==> src/rtl/kyber_parse.sv <==
// kyber_parse: rejection-sampling stage behind the keccak squeeze FIFO.
// Pulls 64-bit words, slices the byte stream LSB-first into 12-bit candidates
// and emits the N_COEF candidates that are below Q, in order and with their
// indices, to the coefficient store.
//
// Ports:
//   clk, rst          clock, synchronous active-high reset
//   start             one-cycle pulse: clear buffer/counters, enter RUN
//   in_data, in_valid squeezed word from keccak (byte 0 in bits [7:0])
//   gimme             level request for another word
//   coef, coef_idx    accepted coefficient and its index
//   coef_valid        coef/coef_idx valid; held until coef_ready
//   coef_ready        downstream accepts coef this cycle
//   done              one-cycle pulse after the last coefficient is taken
//   overflow          sticky: a word arrived while the buffer had no room
//   fsm_state         current FSM state (0 IDLE, 1 RUN, 2 DONE)
//   reject_cnt        saturating count of rejected candidates
//                     (only with KYBER_PARSE_REJECT_CNT_EN defined)
//
// Handshakes: a coefficient transfers on a clock edge where coef_valid and
// coef_ready are both high; coef/coef_idx do not change while coef_valid is
// high and coef_ready is low. A word transfers on any edge with in_valid high
// in RUN; gimme is only advisory, so a word that finds no room is dropped and
// flags overflow.
module kyber_parse #(
  parameter int Q      = 3329,
  parameter int N_COEF = 256,
  parameter int BUF_W  = 192
) (
  input  logic        clk,
  input  logic        rst,
  input  logic        start,
  input  logic [63:0] in_data,
  input  logic        in_valid,
  output logic        gimme,
  output logic [11:0] coef,
  output logic [7:0]  coef_idx,
  output logic        coef_valid,
  input  logic        coef_ready,
  output logic        done,
  output logic        overflow,
  output logic [1:0]  fsm_state
`ifdef KYBER_PARSE_REJECT_CNT_EN
  ,
  output logic [15:0] reject_cnt
`endif
);

  localparam int CNT_W = $clog2(BUF_W + 1);
  localparam int ISS_W = $clog2(N_COEF + 1);
  localparam logic [CNT_W-1:0] CAND_BITS = CNT_W'(12);
  localparam logic [CNT_W-1:0] WORD_BITS = CNT_W'(64);
  localparam logic [CNT_W-1:0] GIMME_MAX = CNT_W'(BUF_W - 128);
  localparam logic [CNT_W-1:0] ROOM_MAX  = CNT_W'(BUF_W - 64);
  localparam logic [ISS_W-1:0] ISS_FULL  = ISS_W'(N_COEF);
  localparam logic [7:0]       IDX_LAST  = 8'(N_COEF - 1);
  localparam logic [11:0]      Q_V       = 12'(Q);

  typedef enum logic [1:0] {IDLE = 2'd0, RUN = 2'd1, DONE = 2'd2} state_t;

  state_t             state, state_next;
  logic [BUF_W-1:0]   bit_buf, buf_ext, buf_next;
  logic [CNT_W-1:0]   cnt, cnt_ext, cnt_next;
  logic [ISS_W-1:0]   issued;
  logic [11:0]        cand;
  logic               hs, out_free, extract, accept, room, word_in, word_ovf, last_hs;

  assign fsm_state = state;
  assign done      = (state == DONE);
  assign hs        = coef_valid & coef_ready;
  assign out_free  = ~coef_valid | coef_ready;
  assign cand      = bit_buf[11:0];
  assign last_hs   = (state == RUN) & hs & (coef_idx == IDX_LAST);

  // Request while there is room for this word plus one already in flight.
  assign gimme = (state == RUN) & (cnt <= GIMME_MAX) & (issued != ISS_FULL);

  assign extract = (state == RUN) & (cnt >= CAND_BITS) & out_free & (issued != ISS_FULL);
  assign accept  = extract & (cand < Q_V);

  // Extraction sees the pre-append buffer; the new word lands above what remains.
  always_comb begin
    buf_ext  = bit_buf;
    cnt_ext  = cnt;
    buf_next = bit_buf;
    cnt_next = cnt;
    if (extract) begin
      buf_ext = bit_buf >> 12;
      cnt_ext = cnt - CAND_BITS;
    end
    room     = (cnt_ext <= ROOM_MAX);
    word_in  = (state == RUN) & in_valid & room;
    word_ovf = (state == RUN) & in_valid & ~room;
    buf_next = buf_ext;
    cnt_next = cnt_ext;
    if (word_in) begin
      buf_next = buf_ext | ({{(BUF_W-64){1'b0}}, in_data} << cnt_ext);
      cnt_next = cnt_ext + WORD_BITS;
    end
    // Leftover bits after the last coefficient are thrown away.
    if (state == DONE) begin
      buf_next = '0;
      cnt_next = '0;
    end
  end

  always_comb begin
    state_next = state;
    case (state)
      IDLE:    state_next = IDLE;
      RUN:     if (last_hs) state_next = DONE;
      DONE:    state_next = IDLE;
      default: state_next = IDLE;
    endcase
    if (start) state_next = RUN;
  end

  always_ff @(posedge clk) begin
    if (rst) state <= IDLE;
    else     state <= state_next;
  end

  always_ff @(posedge clk) begin
    if (rst || start) begin
      bit_buf    <= '0;
      cnt        <= '0;
      issued     <= '0;
      coef       <= '0;
      coef_idx   <= '0;
      coef_valid <= 1'b0;
      overflow   <= 1'b0;
    end else begin
      bit_buf <= buf_next;
      cnt     <= cnt_next;
      if (word_ovf) overflow <= 1'b1;
      if (accept) begin
        coef       <= cand;
        coef_idx   <= 8'(issued);
        coef_valid <= 1'b1;
        issued     <= issued + 1'b1;
      end else if (hs) begin
        coef_valid <= 1'b0;
      end
    end
  end

`ifdef KYBER_PARSE_REJECT_CNT_EN
  always_ff @(posedge clk) begin
    if (rst || start) begin
      reject_cnt <= '0;
    end else if (extract && !accept && reject_cnt != 16'hFFFF) begin
      reject_cnt <= reject_cnt + 16'd1;
    end
  end
`endif

endmodule

==> config.mk <==
export PLATFORM = sky130hd
export DESIGN_NAME = kyber_parse
export DESIGN_NICKNAME = d
export VERILOG_FILES = /design/src/rtl/kyber_parse.sv
export SDC_FILE = /design/constraint.sdc
export NUM_CORES = 1
export LEC_CHECK = 0
export BUFFER_PORTS_ARGS = -buffer_cell sky130_fd_sc_hd__buf_4
export CAP_MARGIN = 20
export CELL_PAD_IN_SITES_DETAIL_PLACEMENT = 0
export CELL_PAD_IN_SITES_GLOBAL_PLACEMENT = 1
export CORE_UTILIZATION = 44
export CTS_BUF_LIST = sky130_fd_sc_hd__clkbuf_16
export DETAILED_ROUTE_END_ITERATION = 12
export PLACE_DENSITY_LB_ADDON = 0.1
export SETUP_SLACK_MARGIN = 0.02
export SLEW_MARGIN = 10
export SYNTH_ARGS = -nofsm -noshare
export SYNTH_HDL_FRONTEND = slang
export SYNTH_SLANG_ARGS = --single-unit
==> constraint.sdc <==
create_clock -name clk -period 12.21 [get_ports clk]
set_input_delay 0.6105 -clock clk [delete_from_list [all_inputs] [get_ports clk]]
set_output_delay 0.6105 -clock clk [all_outputs]
set_load 0.02 [all_outputs]
Word-level counts from Yosys, hierarchy flattened
Index checks and enable logic that the tools add are counted.
{"block": "word_totals", "reg_bits": 233, "input_bits": 69, "out_inout_bits": 26, "wordCells": 52}
{"block": "op_classes", "add_sub_neg": 3, "magnitude_cmp": 4, "n_eq_ne": 5, "n_shift": 1, "n_mux": 9, "n_bitwise": 17, "n_reduce_logical": 4}
{"cell": "$mux 192", "n": 2}
{"cell": "$or 192x192->192", "n": 1}
{"cell": "$shl 64x8->192", "n": 1}
{"cell": "$mux 8", "n": 2}
{"cell": "$and 1x1->1", "n": 12}
{"cell": "$lt 12x12->1 const B", "n": 1}
{"cell": "$add 9x1->9 const B", "n": 1}
{"cell": "$ne 9x9->1 const B", "n": 1}
{"cell": "$add 8x7->8 const B", "n": 1}
{"cell": "$eq 8x8->1 const B", "n": 1}
{"cell": "$ge 8x4->1 const B", "n": 1}
{"cell": "$le 8x7->1 const B", "n": 1}
{"cell": "$le 8x8->1 const B", "n": 1}
{"cell": "$sub 8x4->8 const B", "n": 1}
{"cell": "$mux 1", "n": 5}
{"cell": "$ne 3x3->1 const B", "n": 1}
{"cell": "$not 1->1", "n": 3}
{"cell": "$reduce_or 3->1", "n": 1}
{"cell": "$eq 2x1->1 const B", "n": 1}
{"cell": "$eq 2x2->1 const B", "n": 1}
{"cell": "$reduce_bool 2->1", "n": 1}
{"cell": "$reduce_or 2->1", "n": 1}
{"cell": "$logic_or 1x1->1", "n": 1}
{"cell": "$or 1x1->1", "n": 1}

Depth between registers and ports, before layout
Gate-level depths: netlist of the first run.
{"block": "logic_depth", "ltp_word": 8, "mapped_depth": 20, "ltp_nobuf": 15}

Worst setup path after synthesis of the first run
No wires, ideal clock.
{"block": "synth_timing", "path_type": "register to register", "start": "reg issued[0]", "end": "reg bit_buf[139]", "setup_ps": 74, "arrival_ps": 3963, "required_time_ps": 12136, "path_slack_ps": 8173, "path_stages_with_launch": 20, "period_less_slack_ps": 4037, "path_cell_list": "dfxtp_1 -> inv_1 -> ha_1 -> nor4b_2 -> a211o_1 -> buf_4 -> o21a_1 -> or2_1 -> buf_2 -> inv_2 -> buf_2 -> clkbuf_1 -> ha_1 -> nand2_1 -> a21oi_1 -> a31oi_1 -> a2111oi_4 -> a21oi_1 -> a311o_1 -> a31oi_1"}
{"block": "synth_between", "elab_chain_cells": 6, "word_cells_on_any_way": 9, "cone_classes": "1 x order compare; 1 x eq/ne; 1 x shift; 3 x mux; 3 x bitwise"}
{"item": "start: declaration", "line_no": "64", "rtl": "logic [ISS_W-1:0] issued;"}
{"item": "start signal: assignment", "line_no": "140", "rtl": "issued <= issued + 1'b1;"}
{"item": "$ne 9x9->1 *", "line_no": "78", "rtl": "assign extract = (state == RUN) & (cnt >= CAND_BITS) & out_free & (issued != ISS_FULL);"}
{"item": "$and 1x1->1 *", "line_no": "78"}
{"item": "$mux 8", "line_no": "87", "rtl": "if (extract) begin"}
{"item": "$shl 64x8->192 / $le 8x8->1 (equally long branches)", "line_no": "97, 91"}
{"item": "$or 192x192->192 / $and 1x1->1 (equally long branches)", "line_no": "97, 92"}
{"item": "$mux 192 *", "line_no": "96", "rtl": "if (word_in) begin"}
{"item": "end signal: assignment", "line_no": "133", "rtl": "bit_buf <= buf_next;"}
{"item": "end: declaration", "line_no": "62", "rtl": "logic [BUF_W-1:0] bit_buf, buf_ext, buf_next;"}
Mark *: on every way between the ends. The rest lies on a longest branch, timed or not.
A chain may end at the register's enable or synchronous reset.

Worst setup path after layout of the first run
{"block": "layout_timing", "start": "reg cnt[3]", "end": "reg bit_buf[184]"}
{"block": "layout_between", "elab_chain_cells": 8, "word_cells_on_any_way": 12, "cone_classes": "1 x add/sub; 2 x order compare; 1 x shift; 3 x mux; 5 x bitwise"}
{"item": "start: declaration", "line_no": "63", "rtl": "logic [CNT_W-1:0] cnt, cnt_ext, cnt_next;"}
{"item": "start signal: assignment", "line_no": "134", "rtl": "cnt <= cnt_next;"}
{"item": "$ge 8x4->1", "line_no": "78"}
{"item": "$and 1x1->1 (3 in a row)", "line_no": "78"}
{"item": "$mux 8", "line_no": "87"}
{"item": "$shl 64x8->192 / $le 8x8->1 (equally long branches)", "line_no": "97, 91"}
{"item": "$or 192x192->192 / $and 1x1->1 (equally long branches)", "line_no": "97, 92"}
{"item": "$mux 192 *", "line_no": "96"}
Marks and branches as above.

==> results of run 1 <==
## through the flow
stage                     hold slack, ns  instances
after floorplan                    0.415       2141
after global placement             0.436       2548
after detailed placement           0.435       2551
after CTS                          0.212       2599
after global routing               0.218       2599
final                              0.219       2600
## cell families after synthesis
group | count (synthesis)
flip-flops | 231
buffers and inverters | 211
AO/OA/AOI/OAI | 659
multiplexers | 255
XOR/XNOR | 11
AND/OR/NAND/NOR | 769
adder cells (fa/ha/maj) | 5
## worst max-delay path, stage by stage, from the launching register on
cell	delay, ns
dfxtp_2	0.88
ha_1	0.47
nor2_1	0.15
or4_4	0.53
nor2_2	0.20
xnor2_4	0.13
buf_4	0.47
inv_2	0.45
ha_1	0.37
nand2_1	0.07
a21oi_1	0.04
a31oi_1	0.57
or4_1	0.81
o21ai_0	0.29
a32oi_1	0.25
o21ai_0	0.10
## registers in the layout (all words and copies together), names as in the netlist
name,flops
bit_buf,192
coef,12
issued,9
coef_idx,8
cnt,6
fsm_state,2
coef_valid,1
overflow,1
## cell usage after synthesis (all sizes together) (11+ instances only)
master | instances | area [um^2]
a221oi | 34 | 298
dfxtp | 231 | 4620
o211ai | 27 | 203
o21ai | 102 | 514
nand2 | 392 | 1470
and3 | 26 | 163
a22oi | 17 | 128
nor4 | 14 | 103
a311oi | 13 | 114
a211oi | 27 | 220
a22o | 13 | 114
o22a | 11 | 96.3
buf | 102 | 492
mux4 | 24 | 541
clkbuf | 93 | 349
a21oi | 136 | 684
o22ai | 71 | 444
a31oi | 103 | 659
nand2b | 11 | 68.8
inv | 16 | 60.1
mux2i | 189 | 1890
nor2 | 198 | 756
nor2b | 13 | 81.3
or3 | 14 | 92.6
nand3 | 32 | 165
nor3 | 36 | 211
mux2 | 42 | 473
## layout by cell type (no fill, tap or decap), drive strengths merged, types with 29 or more instances in the layout
cell type  instances
nor2             198
nand2            392
buf              137
o21ai            102
mux2              42
a221oi            34
nand3             32
mux2i            189
a21oi            136
o22ai             71
nor3              36
clkbuf            29
dfxtp            231
a31oi            103
## area by class of cell
class	instances	share of cell area [%]
antenna	1	0.0138
clock buffer	29	4.00
clock inverter	19	0.800
inverter	16	0.331
multi-input combinational	1699	60.4
sequential	231	25.5
tap	468	3.23
timing repair buffer	137	5.72
## worst min path at each step
stage,to,cells past startpoint,slack (ns),from
6_report,fsm_state[0],2,0.22,rst
5_1_grt,fsm_state[0],2,0.22,rst
4_1_cts,fsm_state[0],2,0.21,rst
3_5_place_dp,bit_buf[191],2,0.43,bit_buf[191]
3_3_place_gp,bit_buf[191],2,0.44,bit_buf[191]
2_1_floorplan,bit_buf[191],2,0.42,bit_buf[191]
## layer usage
layer | vias up | global-route usage [%] | part of all wire [%]
met5 | - | 0 | 0
met4 | 0 | 22.3 | 6.1
met3 | 228 | 7.91 | 9.8
met2 | 1062 | 57.9 | 43
met1 | 8640 | 51.8 | 41
li1 | 7911 | - | -
## where the power goes
part	switching [mW]	internal (mW)
clock network	0.358	0.468
registers	0.00624	0.761
logic	0.246	0.0996
total	0.610	1.33
==> impl_metrics.csv, run 1 <==
group,metric,value,unit
timing,maxSlewViolCount,0,
worst_hold_path,worstHoldPathType,"in -> reg",
critical_path,start_kind,"flop",
timing,post-route-min-period,5.98,ns
timing,rsz0062_at_grt,"false",
yosys,synth_compound_area_share,26.9,%
clock_network,cts_setup_buffers,0,
yosys,synth_edf_count,0,
floorplanning,core,0.0366,mm^2
final_layout,area_growth,10.7,%
yosys,syn_avg_cell_area,7.65,um^2
critical_path,critPathCaptureType,"flop",
detailed_routing,finalWirelength,75.5,mm
global_routing,overflow,0,
final_layout,layout.nets,2187,
critical_path,crit_end,"bit_buf[184]",
global_routing,grt_start_max_net_pins,82,
place,dp_hpwl,51.9,mm
final_layout,final_area,0.0181,mm^2
detailed_routing,wl_per_cell,29.0,um
final_layout,register_area,0.00463,mm^2
timing,fmax,167,MHz
power,pwr_density_cell,107,mW/mm^2
final_layout,fill_cells,3669,
clock_network,cts_hold_buffers,0,
floorplanning,io_pins,95,
power,power.leakage,6.63,nW
yosys,synth-main-ff-cell,"dfxtp_1",
critical_path,timing.rr.start,"cnt[3]",
timing,hold_viol_final,0,
timing,worst_pin_slew,1.25,ns
floorplanning,die_area,0.0380,mm^2
critical_path,reg2reg_slack,6.23,ns
final_layout,multiInputGateArea,0.0109,mm^2
yosys,synth-async-reset-ratio,0,%
place,portBuffers,94,
clock_network,cts_tree,"done",
timing,finalSetupViolCount,0,
critical_path,r2r_end,"bit_buf[184]",
yosys,synthSimpleGateAreaFrac,20.5,%
yosys,synth-seq-cells,231,
timing,final.setup.tns,0,ns
yosys,ys_types,89,
timing,timing.final.ws_setup,6.23,ns
critical_path,reg2reg_depth,15,
timing,clock_skew,0.0195,ns
clock_network,cts-buffers-inserted,28,
global_routing,grt_pass1_wl,111,mm
final_layout,final_layout_size_suffix_gt1_share,13.7,%
clock_network,clock_latency,0.57,ns
global_routing,grt_antenna_before_repair,2,
detailed_routing,viasPerCell,6.86,
flow_run,cap_violations,0,
detailed_routing,drc_errors,0,
outcome,outcome,"finished, final reports clean",
detailed_routing,first_iter_violations,2258,
final_layout,fin_util,49.5,%
floorplanning,rows,70,
clock_network,cts_buffer_depth,3,
global_routing,grt_pass1_vias,16514,
yosys,synth_top_family_by_area,"compound AO/OA/AOI/OAI gates",
yosys,synthAdderAreaFrac,0.382,%
place,dp_slack,6.53,ns
clock_network,clk_pin_slew,0.07,ns
critical_path,critPathKind,"reg -> reg",
floorplanning,start_util,44.7,%
detailed_routing,vias,17841,
power,ir_worst_vdd,0.0000999,V
floorplanning,die_h,195,um
clock_network,cts_root_buf,"clkbuf_16",
clock_network,cts_max_level,1,
yosys,ys_warn_count,0,
yosys,synth_xor_area_share,0.680,%
yosys,synth_mux_area_share,17.7,%
clock_network,cts_resized,0,
yosys,synth_cells,2141,
critical_path,critPathMaxFanout,36,
critical_path,cp.required,12.63,ns
detailed_routing,dr.pass1.iters,6,
global_routing,grt_use_total,38.8,%
detailed_routing,antenna_left,0,
floorplanning,die-width,195,um
power,p_total,1.94,mW
critical_path,worst_ep_arrival_time,6.40,ns
yosys,synth_area,0.0164,mm^2
yosys,seq_area_frac_synth,28.2,%
timing,post-route-period-util,49.0,%
clock_network,clock-sinks,231,
critical_path,cp-startpoint,"cnt[3]",
place,gp_congestion,0.981,
yosys,synth_nets,2215,
place,post_dp_cell_area,0.0173,mm^2
timing,maxSlewHeadroom,16.9,%
Note: power is estimated with default switching activity, not from simulation.
==> run 2: changes to the inputs <==
- ABC_AREA: default -> 1
- CORE_UTILIZATION: 44 -> 39
- clock period: 12.21 -> 5.07 ns (I/O delays scaled with it)
==> run 2 against run 1 <==
Net effect: first-iteration DRC count fell by 25%; critical path depth down 2; combinational power rose to 2.5 times the previous value; critical path type unchanged; critical endpoint is now bit_buf[147].
==> impl_metrics.csv, run 2 <==
group,metric,value,unit
power,p_total,4.70,mW
final_layout,top_register,"bit_buf",
critical_path,path_cells,"ha_1, inv_1, nand3_1, nand3_4, buf_4, nand2_1, o21ai_4, nand3_1, o21bai_4, nand3_2, o21ai_0, nand2_1, a21oi_1",
timing,worst_pin_slew,1.06,ns
floorplanning,rows,69,
yosys,synth_common_cells,"nand3_1, nand2_1, dfxtp_1",
floorplanning,die_h,194,um
final_layout,area_growth,12.4,%
critical_path,cpMaxStageDelayCell,"nand3_2",
final_layout,layout_commonest_cell,"nand3_1",
worst_hold_path,min-delay-start,"start",
clock_network,cts_setup_buffers,0,
clock_network,cts_buffer_depth,3,
timing,hold_viol_final,0,
yosys,synth-async-reset-ratio,0,%
place,portBuffers,94,
final_layout,register_area,0.00462,mm^2
yosys,synth.area.top_cells,"dfxtp_1, nand3_1, nand2_1",
detailed_routing,drc_errors,0,
global_routing,grt_start_max_net_pins,125,
yosys,synth-main-ff-cell,"dfxtp_1",
final_layout,final_area,0.0161,mm^2
yosys,synth_nets,2326,
global_routing,overflow,0,
clock_network,clock_latency,0.57,ns
global_routing,use_met1,44.4,%
final_layout,layout.nets,2309,
power,pwr_density_cell,291,mW/mm^2
global_routing,grt_pass1_vias,15482,
global_routing,grt.busiest_layer,"met2",
power,ir_worst_vdd,0.000236,V
clock_network,clock-sinks,231,
floorplanning,io_pins,95,
place,gp_congestion,0.930,
detailed_routing,first_iter_violations,1686,
yosys,yosysMostFrequentCell,"nand3_1",
place,post_dp_cell_area,0.0152,mm^2
yosys,ys_types,38,
final_layout,top_regs,"bit_buf (192), coef (12), issued (9)",
critical_path,worst_ep_arrival_time,4.59,ns
global_routing,grt_antenna_before_repair,0,
critical_path,critPathKind,"reg -> reg",
power,power.leakage,6.74,nW
floorplanning,start_util,40.0,%
critical_path,cp_num_buf_inv,2,
global_routing,grt_use_met3,3.72,%
timing,final.setup.tns,0,ns
flow_run,cap_violations,0,
yosys,synth-seq-cells,231,
critical_path,reg2reg_slack,0.96,ns
detailed_routing,wl_per_cell,23.0,um
clock_network,cts_hold_buffers,3,
detailed_routing,vias,16245,
final_layout,multiInputGateArea,0.00863,mm^2
detailed_routing,viasPerCell,5.99,
yosys,synth_edf_count,0,
worst_hold_path,worstHoldPathType,"in -> reg",
timing,clock_skew,0.00867,ns
clock_network,clk_pin_slew,0.06,ns
timing,fmax,244,MHz
power,power_frac_seq,39.5,%
power,intPower,3.23,mW
outcome,outcome,"finished, final reports clean",
final_layout,final_cell_mix,"nand3_1, nand2_1, dfxtp_1",
timing,post-route-period-util,81.0,%
detailed_routing,dr.pass1.iters,6,
critical_path,critPathMaxFanout,59,
clock_network,cts_max_level,1,
critical_path,start_kind,"flop",
yosys,seq_area_frac_synth,32.2,%
clock_network,cts-buffers-inserted,27,
global_routing,grt_pass1_wl,95.6,mm
place,dp_cells,2664,
yosys,synth_cells,2252,
floorplanning,core,0.0359,mm^2
timing,rsz0062_at_grt,"false",
yosys,synth_top_cell_by_area,"dfxtp_1",
final_layout,largest_reg_flops,192,
yosys,syn_avg_cell_area,6.37,um^2
detailed_routing,finalWirelength,62.3,mm
final_layout,final_layout_size_suffix_gt1_share,8.66,%
power,power.share.clock,42.0,%
clock_network,cts_root_buf,"clkbuf_16",
timing,finalSetupViolCount,0,
yosys,synth_area,0.0144,mm^2
critical_path,cp.required,5.56,ns
critical_path,critPathCaptureType,"flop",
critical_path,cp-startpoint,"cnt[2]",
critical_path,timing.rr.start,"cnt[2]",
floorplanning,die-width,194,um
final_layout,num_antenna_cells,0,
critical_path,critPathTopFamily,"simple AND/OR/NAND/NOR gates",
power,p_switching,1.46,mW
power,pwr-share-comb,18.4,%
critical_path,max_stage_delay,0.69,ns
detailed_routing,antenna_left,0,
global_routing,grt_use_total,32.8,%
global_routing,grt_use_met2,52.2,%
place,dp_hpwl,42.8,mm
timing,maxSlewViolCount,0,
clock_network,cts_resized,0,
final_layout,final_cells,2713,
final_layout,fin_util,44.9,%
timing,post-route-min-period,4.11,ns
final_layout,fill_cells,3840,
timing,maxSlewHeadroom,29.1,%
yosys,synth_top_area_share,32.2,%
clock_network,cts_tree,"done",
power,sw_frac_of_total,31.2,%
floorplanning,die_area,0.0376,mm^2
yosys,ys_warn_count,0,
-- run 2: final cells by class --
class,instances,share of cell area (%)
Sequential cell,231,28.7
Tap cell,461,3.58
Clock buffer,27,4.19
Inverter,95,2.25
Clock inverter,19,1.16
Multi-Input combinational cell,1746,53.5
Timing Repair Buffer,134,6.67
-- run 2: cell families after synthesis --
group / count (synthesis) / synth area share (%)
mux: 70 / 4.88
buf+inv: 275 / 7.73
simple gates: 1297 / 40.2
compound gates: 371 / 14.3
fa+ha+maj: 5 / 0.436
xor+xnor: 3 / 0.235
flops: 231 / 32.2
-- run 2: worst paths after layout --
check | end | depth (start not counted)
max reg2reg | bit_buf[147] | 13
min reg2reg | bit_buf[181] | 2
max | bit_buf[147] | 13
min | overflow | 4
-- run 2: per-layer routing --
metal / routed length [um] / vias up
met4: 3240 / 0
met5: 0 / -
li1: - / 7743
met2: 27800 / 680
met3: 3850 / 143
met1: 27400 / 7679
-- run 2: worst register-to-register path: stages, from the launching register on --
cell and delay (ns):
dfxtp_1 0.37, ha_1 0.25, inv_1 0.07, nand3_1 0.16
nand3_4 0.20, buf_4 0.60, nand2_1 0.21, o21ai_4 0.32
nand3_1 0.27, o21bai_4 0.23, nand3_2 0.69, o21ai_0 0.45
nand2_1 0.08, a21oi_1 0.12
-- run 2: metrics by stage --
stage | hold slack [ns] | setup slack (ns)
floorplan | 0.326 | 2.21
global placement | 0.425 | 1.15
detailed placement | 0.434 | 1.03
CTS | 0.161 | 0.988
global route | 0.200 | 0.643
finish | 0.175 | 0.964
-- run 2: power by group through the flow --
stage / Clock [mW] / Combinational [mW] / Sequential, mW
floorplan: 0 / 0.522 / 1.89
global placement: 0 / 0.848 / 1.90
detailed placement: 0 / 0.846 / 1.90
CTS: 2.00 / 0.850 / 1.86
global route: 2.06 / 0.935 / 1.86
finish: 1.97 / 0.866 / 1.86
==> run 3: changes to the inputs <==
- CORE_UTILIZATION: 39 -> 44
- clock period: 5.07 -> 4.1 ns (I/O delays scaled with it)
==> run 3 against run 2 <==
Net effect: largest power group unchanged; flip-flop and latch count stayed put; power grew 21%; clock skew grew 0.0016 ns; combinational power up 26%; clock power rose by 17%; cell count down 0.29%; register-to-register slack lost 0.31 ns; clock-buffer cell count stayed put; hold slack got worse by 0.028 ns.
==> impl_metrics.csv, run 3 (synthesis results as in run 2) <==
group,metric,value,unit
power,power.leakage,6.82,nW
final_layout,fin_util,50.9,%
worst_hold_path,worstHoldPathType,"in -> reg",
critical_path,cp.required,4.58,ns
final_layout,area_growth,12.7,%
global_routing,grt_antenna_before_repair,0,
floorplanning,core,0.0318,mm^2
worst_hold_path,min-delay-start,"start",
floorplanning,die_area,0.0333,mm^2
global_routing,grt_pass1_wl,92.4,mm
global_routing,grt_pass1_vias,14887,
critical_path,worst_ep_arrival_time,3.93,ns
critical_path,cpMaxStageDelayCell,"nor2_1",
critical_path,critPathMostFrequentCell,"nand2_1",
timing,post-route-period-util,84.1,%
timing,clock_skew,0.0102,ns
detailed_routing,first_iter_violations,2283,
final_layout,top_regs,"bit_buf (192), coef (12), issued (9)",
floorplanning,die-width,183,um
timing,worst_pin_slew,0.998,ns
final_layout,final_layout_size_suffix_gt1_share,9.25,%
critical_path,cp-startpoint,"cnt[2]",
clock_network,cts_root_buf,"clkbuf_16",
place,dp_hpwl,43.0,mm
detailed_routing,wl_per_cell,22.5,um
critical_path,crit_end,"bit_buf[136]",
critical_path,critPathTopFamily,"simple AND/OR/NAND/NOR gates",
timing,final.setup.tns,0,ns
critical_path,timing.rr.start,"cnt[2]",
clock_network,clk_pin_slew,0.06,ns
detailed_routing,dr.pass1.iters,6,
final_layout,register_area,0.00462,mm^2
final_layout,final_cell_mix,"nand3_1, nand2_1, dfxtp_1",
final_layout,top_register,"bit_buf",
final_layout,multiInputGateArea,0.00863,mm^2
floorplanning,io_pins,95,
detailed_routing,viasPerCell,6.08,
detailed_routing,vias,16450,
global_routing,grt_start_max_net_pins,98,
outcome,outcome,"finished, final reports clean",
detailed_routing,drc_errors,0,
floorplanning,die_h,183,um
final_layout,final_cells,2705,
critical_path,path_cells,"ha_1, inv_1, nand3_1, nand3_4, nand2_1, nand2_2, buf_4, nand2_1, nand3_1, nor2_1, inv_1, o21ai_1, nand2_1, a21oi_1",
timing,fmax,290,MHz
place,portBuffers,94,
timing,rsz0062_at_grt,"false",
clock_network,cts_tree,"done",
critical_path,reg2reg_depth,14,
timing,post-route-min-period,3.45,ns
clock_network,cts_setup_buffers,0,
flow_run,cap_violations,0,
final_layout,fill_cells,3412,
critical_path,max_stage_delay,0.50,ns
detailed_routing,antenna_left,0,
critical_path,critPathCaptureType,"flop",
critical_path,critPathKind,"reg -> reg",
clock_network,clock-sinks,231,
critical_path,path_depth,14,
clock_network,clock_latency,0.56,ns
final_layout,largest_reg_flops,192,
timing,finalSetupViolCount,0,
power,ir_worst_vdd,0.000517,V
floorplanning,start_util,45.1,%
clock_network,cts_max_level,1,
place,post_dp_cell_area,0.0153,mm^2
detailed_routing,finalWirelength,60.8,mm
timing,maxSlewViolCount,0,
final_layout,layout_commonest_cell,"nand3_1",
critical_path,start_kind,"flop",
timing,hold_viol_final,0,
timing,maxSlewHeadroom,33.4,%
critical_path,cp_num_buf_inv,3,
global_routing,grt_use_total,36.4,%
clock_network,cts-buffers-inserted,27,
global_routing,overflow,0,
place,gp_congestion,0.966,
final_layout,num_antenna_cells,0,
critical_path,critPathMaxFanout,30,
place,dp_cells,2653,
floorplanning,rows,65,
clock_network,cts_buffer_depth,3,
critical_path,r2r_end,"bit_buf[136]",
final_layout,final_area,0.0162,mm^2
final_layout,layout.nets,2324,
critical_path,reg2reg_slack,0.65,ns
power,pwr_density_cell,352,mW/mm^2
run 3: worst min-delay path by stage:
stage | end | slack (ns) | cells past startpoint
after floorplan | fsm_state[0] | 0.28 | 1
after global placement | fsm_state[0] | 0.37 | 2
after detailed placement | fsm_state[0] | 0.38 | 2
after CTS | issued[7] | 0.12 | 5
after global routing | issued[3] | 0.19 | 5
final | issued[8] | 0.15 | 5
run 3: routing by layer:
layer	up-vias	global-route usage, %	wire, um
li1	7762	-	-
met1	7772	51.0	27000
met2	778	53.7	25500
met3	138	5.53	4860
met4	0	19.0	3400
met5	-	0	0
run 3: worst min-delay path, stage by stage:
cell	delay, ns
buf_4	0.08
nor2_1	0.04
buf_4	0.20
nand2_1	0.09
nor2_1	0.03
run 3: area by class of cell:
| class | instances | share of cell area [%] |
|---|---|---|
| Inverter | 95 | 2.24 |
| Tap cell | 435 | 3.36 |
| Multi-Input combinational cell | 1746 | 53.4 |
| Clock buffer | 27 | 4.18 |
| Timing Repair Buffer | 149 | 7.35 |
| Sequential cell | 231 | 28.6 |
| Clock inverter | 22 | 0.936 |
run 3: timing repair:
action	in CTS	in global routing
endpoints found under the setup margin	0	0
resized for setup	0	0
hold buffers	3	0
hold endpoints to repair	2	0
run 3: metrics by stage:
stage / worst slack [ns] / hold WS [ns] / total power [mW]
floorplan: 1.24 / 0.277 / 2.99
global placement: 0.802 / 0.372 / 3.39
detailed placement: 0.784 / 0.379 / 3.39
CTS: 0.764 / 0.125 / 5.69
global route: 0.471 / 0.188 / 5.89
finish: 0.652 / 0.147 / 5.69
run 3: power by group:
| part | internal [mW] | switching (mW) | leakage, nW |
|---|---|---|---|
| Sequential | 2.28 | 0.0179 | 1.86 |
| Clock | 1.31 | 0.994 | 0.428 |
| Combinational | 0.296 | 0.790 | 4.53 |
